File: src/rtl/can_crc_pkg.sv
// Shared types and constants for the framed CAN CRC engine.
package can_crc_pkg;

  typedef enum logic [1:0] {
    IDLE   = 2'd0,
    DATA   = 2'd1,
    TX_CRC = 2'd2,
    RX_CRC = 2'd3
  } crc_state_t;

  typedef enum logic {
    CRC_GEN = 1'b0,
    CRC_CHK = 1'b1
  } crc_mode_t;

  localparam logic [14:0] CAN_CRC15_POLY = 15'h4599;

endpackage

File: src/rtl/can_crc_lfsr.sv
// Serial CRC register: one message bit per enabled cycle, MSB-first, no reflection.
module can_crc_lfsr #(
  parameter int                WIDTH = 15,
  parameter logic [WIDTH-1:0]  POLY  = 15'h4599,
  parameter logic [WIDTH-1:0]  INIT  = '0
) (
  input  logic             clk,
  input  logic             rst,
  input  logic             load_init,
  input  logic             shift_en,
  input  logic             bit_in,
  output logic [WIDTH-1:0] crc,
  output logic [WIDTH-1:0] crc_next
);

  logic [WIDTH-1:0] crc_q;
  logic             fb;

  assign fb       = bit_in ^ crc_q[WIDTH-1];
  assign crc_next = {crc_q[WIDTH-2:0], 1'b0} ^ (fb ? POLY : '0);
  assign crc      = crc_q;

  always_ff @(posedge clk) begin
    if (rst || load_init) begin
      crc_q <= INIT;
    end else if (shift_en) begin
      crc_q <= crc_next;
    end
  end

endmodule

File: src/rtl/can_crc_engine.sv
// Frame-level CRC engine: accumulates data bits, then either serialises the CRC
// under ready/valid or absorbs a received CRC field and reports pass/fail.
module can_crc_engine
  import can_crc_pkg::*;
#(
  parameter int                WIDTH = 15,
  parameter logic [WIDTH-1:0]  POLY  = CAN_CRC15_POLY,
  parameter logic [WIDTH-1:0]  INIT  = '0
) (
  input  logic             clk,
  input  logic             rst,
  input  logic             start,
  input  logic             mode,
  input  logic             bit_in,
  input  logic             bit_valid,
  input  logic             bit_last,
  input  logic             crc_ready,
  output logic             crc_bit_out,
  output logic             crc_bit_valid,
  output logic [WIDTH-1:0] crc_out,
  output logic             busy,
  output logic             done,
  output logic             crc_ok
);

  localparam int CNT_W = $clog2(WIDTH + 1);
  localparam logic [CNT_W-1:0] CNT_LAST = CNT_W'(WIDTH - 1);

  crc_state_t       state_q;
  crc_mode_t        mode_q;
  logic [CNT_W-1:0] cnt_q;
  logic [CNT_W-1:0] tx_idx;
  logic             done_q;
  logic             crc_ok_q;
  logic             bit_acc;
  logic             shift_en;
  logic [WIDTH-1:0] crc_q;
  logic [WIDTH-1:0] crc_next;

  // A bit arriving together with start belongs to no frame and is dropped.
  assign bit_acc  = bit_valid & ~start;
  assign shift_en = bit_acc & ((state_q == DATA) | (state_q == RX_CRC));

  can_crc_lfsr #(
    .WIDTH (WIDTH),
    .POLY  (POLY),
    .INIT  (INIT)
  ) u_lfsr (
    .clk       (clk),
    .rst       (rst),
    .load_init (start),
    .shift_en  (shift_en),
    .bit_in    (bit_in),
    .crc       (crc_q),
    .crc_next  (crc_next)
  );

  assign tx_idx        = CNT_LAST - cnt_q;
  assign crc_bit_valid = (state_q == TX_CRC);
  assign crc_bit_out   = crc_bit_valid & crc_q[tx_idx];
  assign crc_out       = crc_q;
  assign busy          = (state_q != IDLE);
  assign done          = done_q;
  assign crc_ok        = crc_ok_q;

  always_ff @(posedge clk) begin
    if (rst) begin
      state_q  <= IDLE;
      mode_q   <= CRC_GEN;
      cnt_q    <= '0;
      done_q   <= 1'b0;
      crc_ok_q <= 1'b0;
    end else begin
      done_q <= 1'b0;
      if (start) begin
        state_q  <= DATA;
        mode_q   <= crc_mode_t'(mode);
        cnt_q    <= '0;
        crc_ok_q <= 1'b0;
      end else begin
        unique case (state_q)
          IDLE: ;
          DATA: begin
            if (bit_acc && bit_last) begin
              state_q <= (mode_q == CRC_CHK) ? RX_CRC : TX_CRC;
              cnt_q   <= '0;
            end
          end
          TX_CRC: begin
            if (crc_ready) begin
              if (cnt_q == CNT_LAST) begin
                state_q  <= IDLE;
                cnt_q    <= '0;
                done_q   <= 1'b1;
                crc_ok_q <= 1'b0;
              end else begin
                cnt_q <= cnt_q + CNT_W'(1);
              end
            end
          end
          RX_CRC: begin
            // Data plus its own CRC leaves a zero remainder on a clean frame.
            if (bit_acc) begin
              if (cnt_q == CNT_LAST) begin
                state_q  <= IDLE;
                cnt_q    <= '0;
                done_q   <= 1'b1;
                crc_ok_q <= (crc_next == '0);
              end else begin
                cnt_q <= cnt_q + CNT_W'(1);
              end
            end
          end
          default: state_q <= IDLE;
        endcase
      end
    end
  end

endmodule

File: config.mk
export PLATFORM = sky130hd
export DESIGN_NAME = can_crc_engine
export DESIGN_NICKNAME = d
export VERILOG_FILES = /design/src/rtl/can_crc_pkg.sv /design/src/rtl/can_crc_lfsr.sv /design/src/rtl/can_crc_engine.sv
export SDC_FILE = /design/constraint.sdc
export NUM_CORES = 1
export LEC_CHECK = 0
export BUFFER_PORTS_ARGS = -buffer_cell sky130_fd_sc_hd__buf_2
export CAP_MARGIN = 10
export CORE_ASPECT_RATIO = 0.75
export CORE_MARGIN = 2
export CORE_UTILIZATION = 40
export CTS_CLUSTER_DIAMETER = 60
export DETAILED_ROUTE_END_ITERATION = 6
export GPL_ROUTABILITY_DRIVEN = 0
export PLACE_DENSITY_LB_ADDON = 0.15
export SLEW_MARGIN = 25
export SYNTH_ARGS = -nofsm -noshare
export SYNTH_HDL_FRONTEND = slang
export SYNTH_SLANG_ARGS = --single-unit
File: constraint.sdc
create_clock -name clk -period 4.2 [get_ports clk]
set_input_delay 0.21 -clock clk [delete_from_list [all_inputs] [get_ports clk]]
set_output_delay 0.21 -clock clk [all_outputs]
set_load 0.01 [all_outputs]
* Word level (Yosys, flattened, before mapping)
Index checks and enable logic that the tools add are counted. W data, S select, Z words.
Word-level totals: memories kept 0, latch bits 0, memory bits (writable) 0, logic and storage cells 64, output and inout port bits 20, bits of input ports 8, register bits after elaboration 24, memory bits (read-only) 0
Operators by class: reduce and logical (&&, ||, !) cells 11, order comparisons 1, multipliers 0, $add $sub $neg 2, eq/ne operators 12, shifts and indexed selects 0, divide/modulo/power cells 0, bitwise gates (word level) 7, mux-type cells 24
Operators by type and width (count):
- $mux W4 | 4
- $logic_not A15 Y1 | 1
- $mux W15 | 1
- $xor A15 B15 Y15 | 1
- $pmux W4 S3 | 1
- $mux W1 | 10
- $mux W2 | 4
- $reduce_and A4 Y1 | 2
- $ne A2 B1 Y1 const B | 3
- $ne A3 B3 Y1 const B | 2
- $pmux W2 S3 | 1
- $lt A4 B5 Y1 const B | 1
- $reduce_and A5 Y1 | 1
- $add A4 B1 Y4 const B | 1
- $bmux W1 S4 | 1
- $eq A2 B2 Y1 const B | 2
- $eq A4 B4 Y1 const B | 1
- $ne A2 B2 Y1 const B | 2
- $pmux W1 S2 | 2
- $reduce_bool A2 Y1 | 2
- $reduce_bool A4 Y1 | 1
- $sub A4 B4 Y4 const A | 1
- $and A1 B1 Y1 | 3
- $ne A3 B2 Y1 const B | 1
- other kinds (8) | 8

* Longest topological paths before layout
Gate-level depths: netlist of run 1.
depth after elaboration 7, depth in mapped cells 8, mapped depth without buffers 6

* Hierarchy
From an unflattened synthesis of run 1, not the netlist that was laid out.
Second synthesis, totals: cell total of the unflattened synthesis 139, area total of the unflattened synthesis 1407.6 µm²
By module, submodules not included:
- can_crc_lfsr | cells an instance 68, area each 777.0 µm², seq. area each 300.3 µm², times used 1
- can_crc_engine | cells an instance 71, area each 630.6 µm², seq. area each 180.2 µm², times used 1

* Worst setup path after synthesis of run 1
OpenSTA, ideal clock, no wires.
path type reg2out, from reg cnt_q[0], to out crc_bit_out, buffers on the path 2, required time 3.990 ns, setup slack 1.957 ns, stages on the path, launching flop included 8, arrival 2.033 ns, cells stage by stage dfxtp_1 buf_6 inv_1 ha_1 buf_2 mux4_2 mux4_2 and2_1
On the way: cells in the longest elaborated chain, start to end 4
Ends and longest elaborated chain:
- start: declaration | line can_crc_engine.sv:31 | logic [CNT_W-1:0] cnt_q;
- start signal: assignment | line can_crc_engine.sv:97 | cnt_q <= cnt_q + CNT_W'(1);
- start signal: assignment | line can_crc_engine.sv:110 | cnt_q <= cnt_q + CNT_W'(1);
- $sub A4 B4 Y4 | line can_crc_engine.sv:58 | assign tx_idx = CNT_LAST - cnt_q;
- $bmux W1 S4 | line can_crc_engine.sv:60 | assign crc_bit_out = crc_bit_valid & crc_q[tx_idx];
- $mux W1 (not written as such) | line can_crc_engine.sv:60
- $and A1 B1 Y1 | line can_crc_engine.sv:60
- end: declaration | line can_crc_engine.sv:18 | output logic crc_bit_out,
No other way between the ends. The select of a mux whose other input is x is not followed.

* Worst setup path after layout of run 1
Same ends and word-level chain as after synthesis.

==> impl_results.md, run 1 <==
* Flop pwr share at between 50% and 60%
* CTS tree: done
* Yosys cell types at 37
* Initial antenna violation count at 0
* Total core area at 2980 um2
* H-tree depth at 1
* GR Util met1 at between 20 and 30%
* Main synth FF type: dfxtp_1
* Clock skew at between 0.004 and 0.005 ns
* Vias in the first global route at around 960
* Post-Syn Instances at between 100 and 150
* Setup-failing EPs final at 0
* Syn_area_per_cell at around 8.6 um2
* Routed WL per cell at between 10 and 15 um
* Hold Path End: mode_q$_SDFFE_PP0P_
* Fin crit period at about 2.8 ns
* Via-to-Cell Ratio at 5.33
* Fin worst setup slack at 1.36 ns
* Least-Margin Pin Slew at between 0.7 and 0.8 ns
* Pwr Total at about 420 uW
* R2R Path End: crc_ok$_SDFFE_PP0P_
* Nature of the critical path endpoint: primary output
* Synth Area in XOR/XNOR at around 6.8%
* Combinational power share at 7.0%
* Busiest layer in global routing: met1
* DP Worst Slack at 1.65 ns
* Cell count after placement at ~200
* Asr flop ratio synth at 0%
* Synth area leaders: dfxtp_1 (38%), nand2_1 (8.6%), a21oi_1 (7.9%)
* Setup_tns at 0 ns
* Sw Ratio at 22.3%
* Leak at 0.544 nW
* Max Cap Viol at 0
* Synth Register Bits at 24
* Detailed Route Iter0 Violations at between 50 and 60
* Hold Path Depth at 2
* Multi-input logic area at slightly below 700 um2
* Routed Antenna Nets at 0
* Largest family of logic cells by synthesized area: simple AND/OR/NAND/NOR gates
* HP Class: input port to flop
* Register area share after synthesis at between 30% and 40%
* Residual DRC at 0
* RSZ-0062 raised after global routing: false
* First-pass GRT wire length at about 4.8 mm
* Area Overhead vs Synth at 11.5%
* Outcome: completed
* Post-CTS Setup Bufs at 0
* Peak VDD IR at 0.218 mV
* Skew-Pair Late Insertion Delay at around 0.26 ns
* Net count, final at roughly 180
* Simple logic cell fraction of the synthesized area at 23.1%
* Worst R2R Setup Slack at 2.00 ns
* Mux share of post-synthesis cell area at 8.65%
* Compound-Gate Fraction of Synth Area at between 10% and 20%
* Rel. slew slack at between 40 and 50%
* CTS buffer count at 3
* Met3 usage at about 5.0%
* Vias at around 1100
* Worst endpoint required time at between 3 and 4 ns
* Grt total ovfl at 0
* Largest net degree at the start of global routing at 22
* Post-synthesis cell area at 1270 um2
* Hold Vio Cnt, Final at 0
* Yosys warnings at 0
* Internal at approximately 320 uW
* Initial Utilization at 42.7%
* Die width at just under 70 um
* Cell Pwr Density at just under 300 nW/um2
* Worst Path Arrival at 2.63 ns
* Most common cell after layout, fill and taps aside: nand2_1
* Reg clk slew, reported paths at approximately 0.08 ns
* # resized after CTS at 0
* Antenna cells at 0
* Slew Limit Fails at 0
* Synthesized Nets at roughly 160
* Commonest cells after routing, fill and taps aside: nand2_1 (29), buf_2 (27), dfxtp_1 (24)
* Startpoint Class: flop
* Post-DP HPWL at 2.06 mm
* Reg-to-reg startpoint: state_q[0]$_SDFFE_PP0P_
* Worst Path Max Fanout at 9
* Clock sinks at 24
* Number of fill cells in the layout at 308
* Psw at between 90 and 100 uW
* Met2 Use GR at between 20% and 30%
* DIE AREA at 3650 um2
* I/O pin count at 28
* Seq. cell area at about 480 um2
* Min-delay src: rst
* CTS Buffer Depth at 2
* Non-Filler Instances at ~200
* Synth top area share at between 30% and 40%
* Fin crit share at 67.6%
* DRT Pass-1 Iters at 4
* Synth area leader: dfxtp_1
* Placement Rows at 17
* Max Fclk at roughly 0.35 GHz
* WL final at 2.89 mm
* Post-Synth Adder-Cell Area at approximately 2.0%
* Hold bufs inserted after CTS at 0
* Clk network pwr share at 37.4%
* Root buf cell: clkbuf_8
* IO buf count at 27
* Critical path class: flop to primary output
* Die Ht at ~53 um
* GRT Overall Usage at between 10% and 20%
* Number of synthesized flops with an enable pin at 0
* Share of cells above drive strength 1 at 24.4%
* Reg2reg path depth at 4
-- power groups by stage --
stage / logic [mW] / registers (mW) / clock network (mW)
global route: 0.0325 / 0.233 / 0.177
floorplan: 0.0199 / 0.237 / 0
global placement: 0.0290 / 0.238 / 0
CTS: 0.0293 / 0.233 / 0.163
finish: 0.0293 / 0.233 / 0.156
detailed placement: 0.0291 / 0.238 / 0
-- synthesized netlist by cell type, types with 2 or more instances --
master,number
a21oi_1,20
buf_4,8
clkbuf_1,6
dfxtp_1,24
ha_1,2
inv_1,2
mux2i_1,2
mux4_2,4
nand2_1,29
nand3_1,7
nor2_1,4
nor2b_1,2
nor3_1,2
nor4_1,2
nor4b_1,2
o2111ai_1,3
o21ai_0,3
xnor2_1,7
-- area by class of cell --
class	count	share of cell area, %
inverter	2	0.529
sequential	24	33.9
tap	38	3.35
multi-input combinational	106	48.3
timing repair buffer	28	10.1
clock buffer	4	3.88
-- worst max-delay path: stages (launching register included) --
cell     delay (ns)
dfxtp_1        0.54
inv_1          0.12
ha_1           0.44
mux4_2         0.53
mux4_2         0.44
and2_1         0.17
buf_2          0.13
-- worst max-delay path by stage --
stage | to | start | cells past startpoint
global route | crc_bit_out | cnt_q[0]$_SDFFE_PP0P_ | 6
detailed placement | crc_bit_out | cnt_q[0]$_SDFFE_PP0P_ | 6
finish | crc_bit_out | cnt_q[0]$_SDFFE_PP0P_ | 6
global placement | crc_bit_out | cnt_q[0]$_SDFFE_PP0P_ | 6
CTS | crc_bit_out | cnt_q[0]$_SDFFE_PP0P_ | 6
floorplan | crc_bit_out | cnt_q[0]$_SDFFE_PP0P_ | 7
-- logic make-up after synthesis --
logic type      Yosys count
simple gates             59
compound gates           30
flops                    24
buf+inv                  18
xor+xnor                  9
mux                       6
fa+ha+maj                 2
-- state kept, by name, summed over array words and instances (netlist names) --
register / cells
crc_ok: 1
u_lfsr.crc: 15
state_q: 2
cnt_q: 4
done: 1
mode_q: 1
-- layer usage --
metal	vias to the layer above	wire [um]
met2	28	1190
li1	547	-
met3	2	139
met5	-	0
met4	0	14
met1	499	1540
-- through the flow --
stage               cell area [um2]  hold WS, ns  utilization, %
floorplan                      1270        0.282               -
global placement               1360        0.398            45.8
detailed placement             1360        0.401            45.8
CTS                            1420        0.112            47.6
global route                   1420        0.116            47.6
finish                         1420        0.120            47.6
Note: power is estimated with default switching activity, not from simulation.
==> run 2: changes to the inputs <==
==> constraint.sdc (replaced) <==
create_clock -name clk -period 2.3 [get_ports clk]
set_input_delay 0.115 -clock clk [delete_from_list [all_inputs] [get_ports clk]]
set_output_delay 0.115 -clock clk [all_outputs]
set_load 0.01 [all_outputs]
==> run 2 against run 1 <==
Clock skew up 0.0021 ns. Design area up 3.3%. Worst hold slack worse by 0.093 ns. Worst setup slack worse by 1.3 ns. Cell count up 2.0%. Via count up 2.5%. Power up 75%. Critical endpoint unchanged.
==> impl_results.md, run 2 (same netlist as run 1, synthesis figures left out) <==
* Number of fill cells in the layout at 302 (was 308)
* CP bufs+invs at 1 (was 2)
* Post-DP HPWL at 2.24 mm (was 2.06 mm)
* Skew-Pair Late Insertion Delay at 0.27 ns (was 0.26 ns)
* DRT Pass-1 Iters at 4 (unchanged)
* Pwr Total at 731 uW (was 418 uW)
* Setup-failing EPs final at 0 (unchanged)
* Worst Path Arrival at 2.13 ns (was 2.63 ns)
* Post-CTS Setup Bufs at 0 (unchanged)
* Clock sinks at 24 (unchanged)
* Cell mode on critical path: mux4_2 (unchanged)
* Critical path class: flop to primary output (unchanged)
* CTS Buffer Depth at 2 (unchanged)
* Cell Pwr Density at 499 nW/um2 (was 295 nW/um2)
* Reg clk slew, reported paths at 0.08 ns (about the same)
* I/O pin count at 28 (unchanged)
* Max FFs per register at 15 (unchanged)
* Most common cell after layout, fill and taps aside: nand2_1 (unchanged)
* Fin crit share at slightly below 100%
* Die width at 69.1 um (unchanged)
* Least-Margin Pin Slew at 0.527 ns (was 0.771 ns)
* HP Class: input port to flop (unchanged)
* Share of cells above drive strength 1 at 28.6% (was 24.4%)
* GRT Overall Usage at 18.3% (was 17.0%)
* Rel. slew slack at 64.9% (was 48.6%)
* CTS tree: done (unchanged)
* Net count, final at 180 (was 175)
* Die Ht at 52.8 um (unchanged)
* RSZ-0062 raised after global routing: false (unchanged)
* Antenna cells at 0 (unchanged)
* Max Fclk at between 0.4 and 0.5 GHz
* Worst endpoint required time at 2.18 ns (was 3.99 ns)
* DIE AREA at 3650 um2 (unchanged)
* Startpoint Class: flop (unchanged)
* Slowest CP cell: mux4_2 (was dfxtp_1)
* Routed Antenna Nets at 0 (unchanged)
* Initial antenna violation count at 0 (unchanged)
* Setup_tns at 0 ns (unchanged)
* Fin crit period at between 2 and 2.5 ns
* Crit-path max cell delay at 0.48 ns (was 0.54 ns)
* Vias in the first global route at 957 (was 959)
* Clock skew at 0.00677 ns (was 0.00469 ns)
* Slew Limit Fails at 0 (unchanged)
* Outcome: completed (unchanged)
* Delay-heaviest family, CP: multiplexers (unchanged)
* First-pass GRT wire length at 5.05 mm (was 4.80 mm)
* Post-route cell area at 1470 um2 (was 1420 um2)
* Vias at 1103 (was 1076)
* Hold Vio Cnt, Final at 0 (unchanged)
* H-tree depth at 1 (unchanged)
* Peak VDD IR at 0.263 mV (was 0.218 mV)
* Crit-path cells: ha_4 -> mux4_2 -> mux4_2 -> and2_4 -> buf_6 (was inv_1 -> ha_1 -> mux4_2 -> mux4_2 -> and2_1 -> buf_2)
* IO buf count at 27 (unchanged)
* Total core area at 2980 um2 (unchanged)
* Root buf cell: clkbuf_8 (unchanged)
* Placement Rows at 17 (unchanged)
* Via-to-Cell Ratio at 5.35 (was 5.33)
* Hold bufs inserted after CTS at 0 (unchanged)
* Initial Utilization at 42.7% (unchanged)
* Routed WL per cell at 14.8 um (was 14.3 um)
* Detailed Route Iter0 Violations at 76 (was 54)
* DP Area at 1400 um2 (was 1360 um2)
* CTS buffer count at 3 (unchanged)
* Nature of the critical path endpoint: primary output (unchanged)
* Worst Path Max Fanout at 4 (was 9)
* Area Overhead vs Synth at 15.1% (was 11.5%)
* Max Cap Viol at 0 (unchanged)
* Commonest cells after routing, fill and taps aside: nand2_1 (29), buf_2 (26), dfxtp_1 (23) (was nand2_1 (29), buf_2 (27), dfxtp_1 (24))
* Grt total ovfl at 0 (unchanged)
* Residual DRC at 0 (unchanged)
* WL final at 3.05 mm (was 2.89 mm)
* Leak at 0.565 nW (was 0.544 nW)
* Largest net degree at the start of global routing at 21 (was 22)
run 2: cell count changes in the layout (fill, tap and decap cells not counted):
cell      previous run  this run
and2_1               1         0
inv_1                2         1
and2_4               0         1
ha_4                 0         1
buf_6                0         1
dfxtp_2              0         1
buf_4                1         6
ha_1                 2         1
dfxtp_1             24        23
clkbuf_8             4         3
inv_2                0         1
buf_2               27        26
run 2: metal layers:
metal  wire, um  part of all wire [%]  track usage [%]  vias to the layer above
li1           -                     -                -                      552
met3        236                   7.7             5.19                        4
met4         24                  0.79             4.90                        0
met5          0                     0                0                        -
met2       1250                    41             24.7                       44
met1       1540                    51             27.6                      503
run 2: power by group:
part	switching, mW	leakage (nW)	internal, mW	total (mW)
clock	0.131	0.0216	0.117	0.248
combinational	0.0332	0.349	0.0246	0.0579
sequential	0.00591	0.194	0.419	0.425
run 2: worst paths after layout:
path | startpoint | end | slack [ns] | cells past startpoint
worst max register to register | state_q[1]$_SDFFE_PP0P_ | crc_ok$_SDFFE_PP0P_ | 0.62 | 4
worst max-delay path | cnt_q[1]$_SDFFE_PP0P_ | crc_bit_out | 0.06 | 5
worst min register to register | crc_ok$_SDFFE_PP0P_ | crc_ok$_SDFFE_PP0P_ | 0.49 | 2
worst min-delay path | rst | state_q[0]$_SDFFE_PP0P_ | 0.03 | 2
run 2: timing repair:
action | 4_1_cts | 5_1_grt
pin swaps | 0 | 2
gates resized for setup | 4 | 1
setup endpoints to repair | 1 | 1
run 2: stage by stage:
stage | worst slack, ns | utilization (%) | hold WS [ns] | instances
global placement | 0.279 | 47.1 | 0.303 | 203
detailed placement | 0.246 | 47.1 | 0.309 | 203
CTS | 0.0172 | 49.0 | 0.0233 | 206
floorplan | 0.152 | - | 0.187 | 148
finish | 0.0551 | 49.2 | 0.0265 | 206
global route | 0.000633 | 49.2 | 0.0187 | 206
run 2: final cells by class:
class / count / area, um2 / area share [%]
Sequential cell: 24 / 482 / 32.9
Tap cell: 38 / 47.5 / 3.25
Inverter: 2 / 7.51 / 0.512
Timing Repair Buffer: 33 / 186 / 12.7
Multi-Input combinational cell: 106 / 701 / 47.8
Clock buffer: 3 / 41.3 / 2.82
run 2: worst register-to-register path, cell delays in order, from the launching register on:
cell	delay [ns]
dfxtp_1	0.57
nor4b_1	0.32
nand3_1	0.12
or4_1	0.47
a21oi_1	0.12
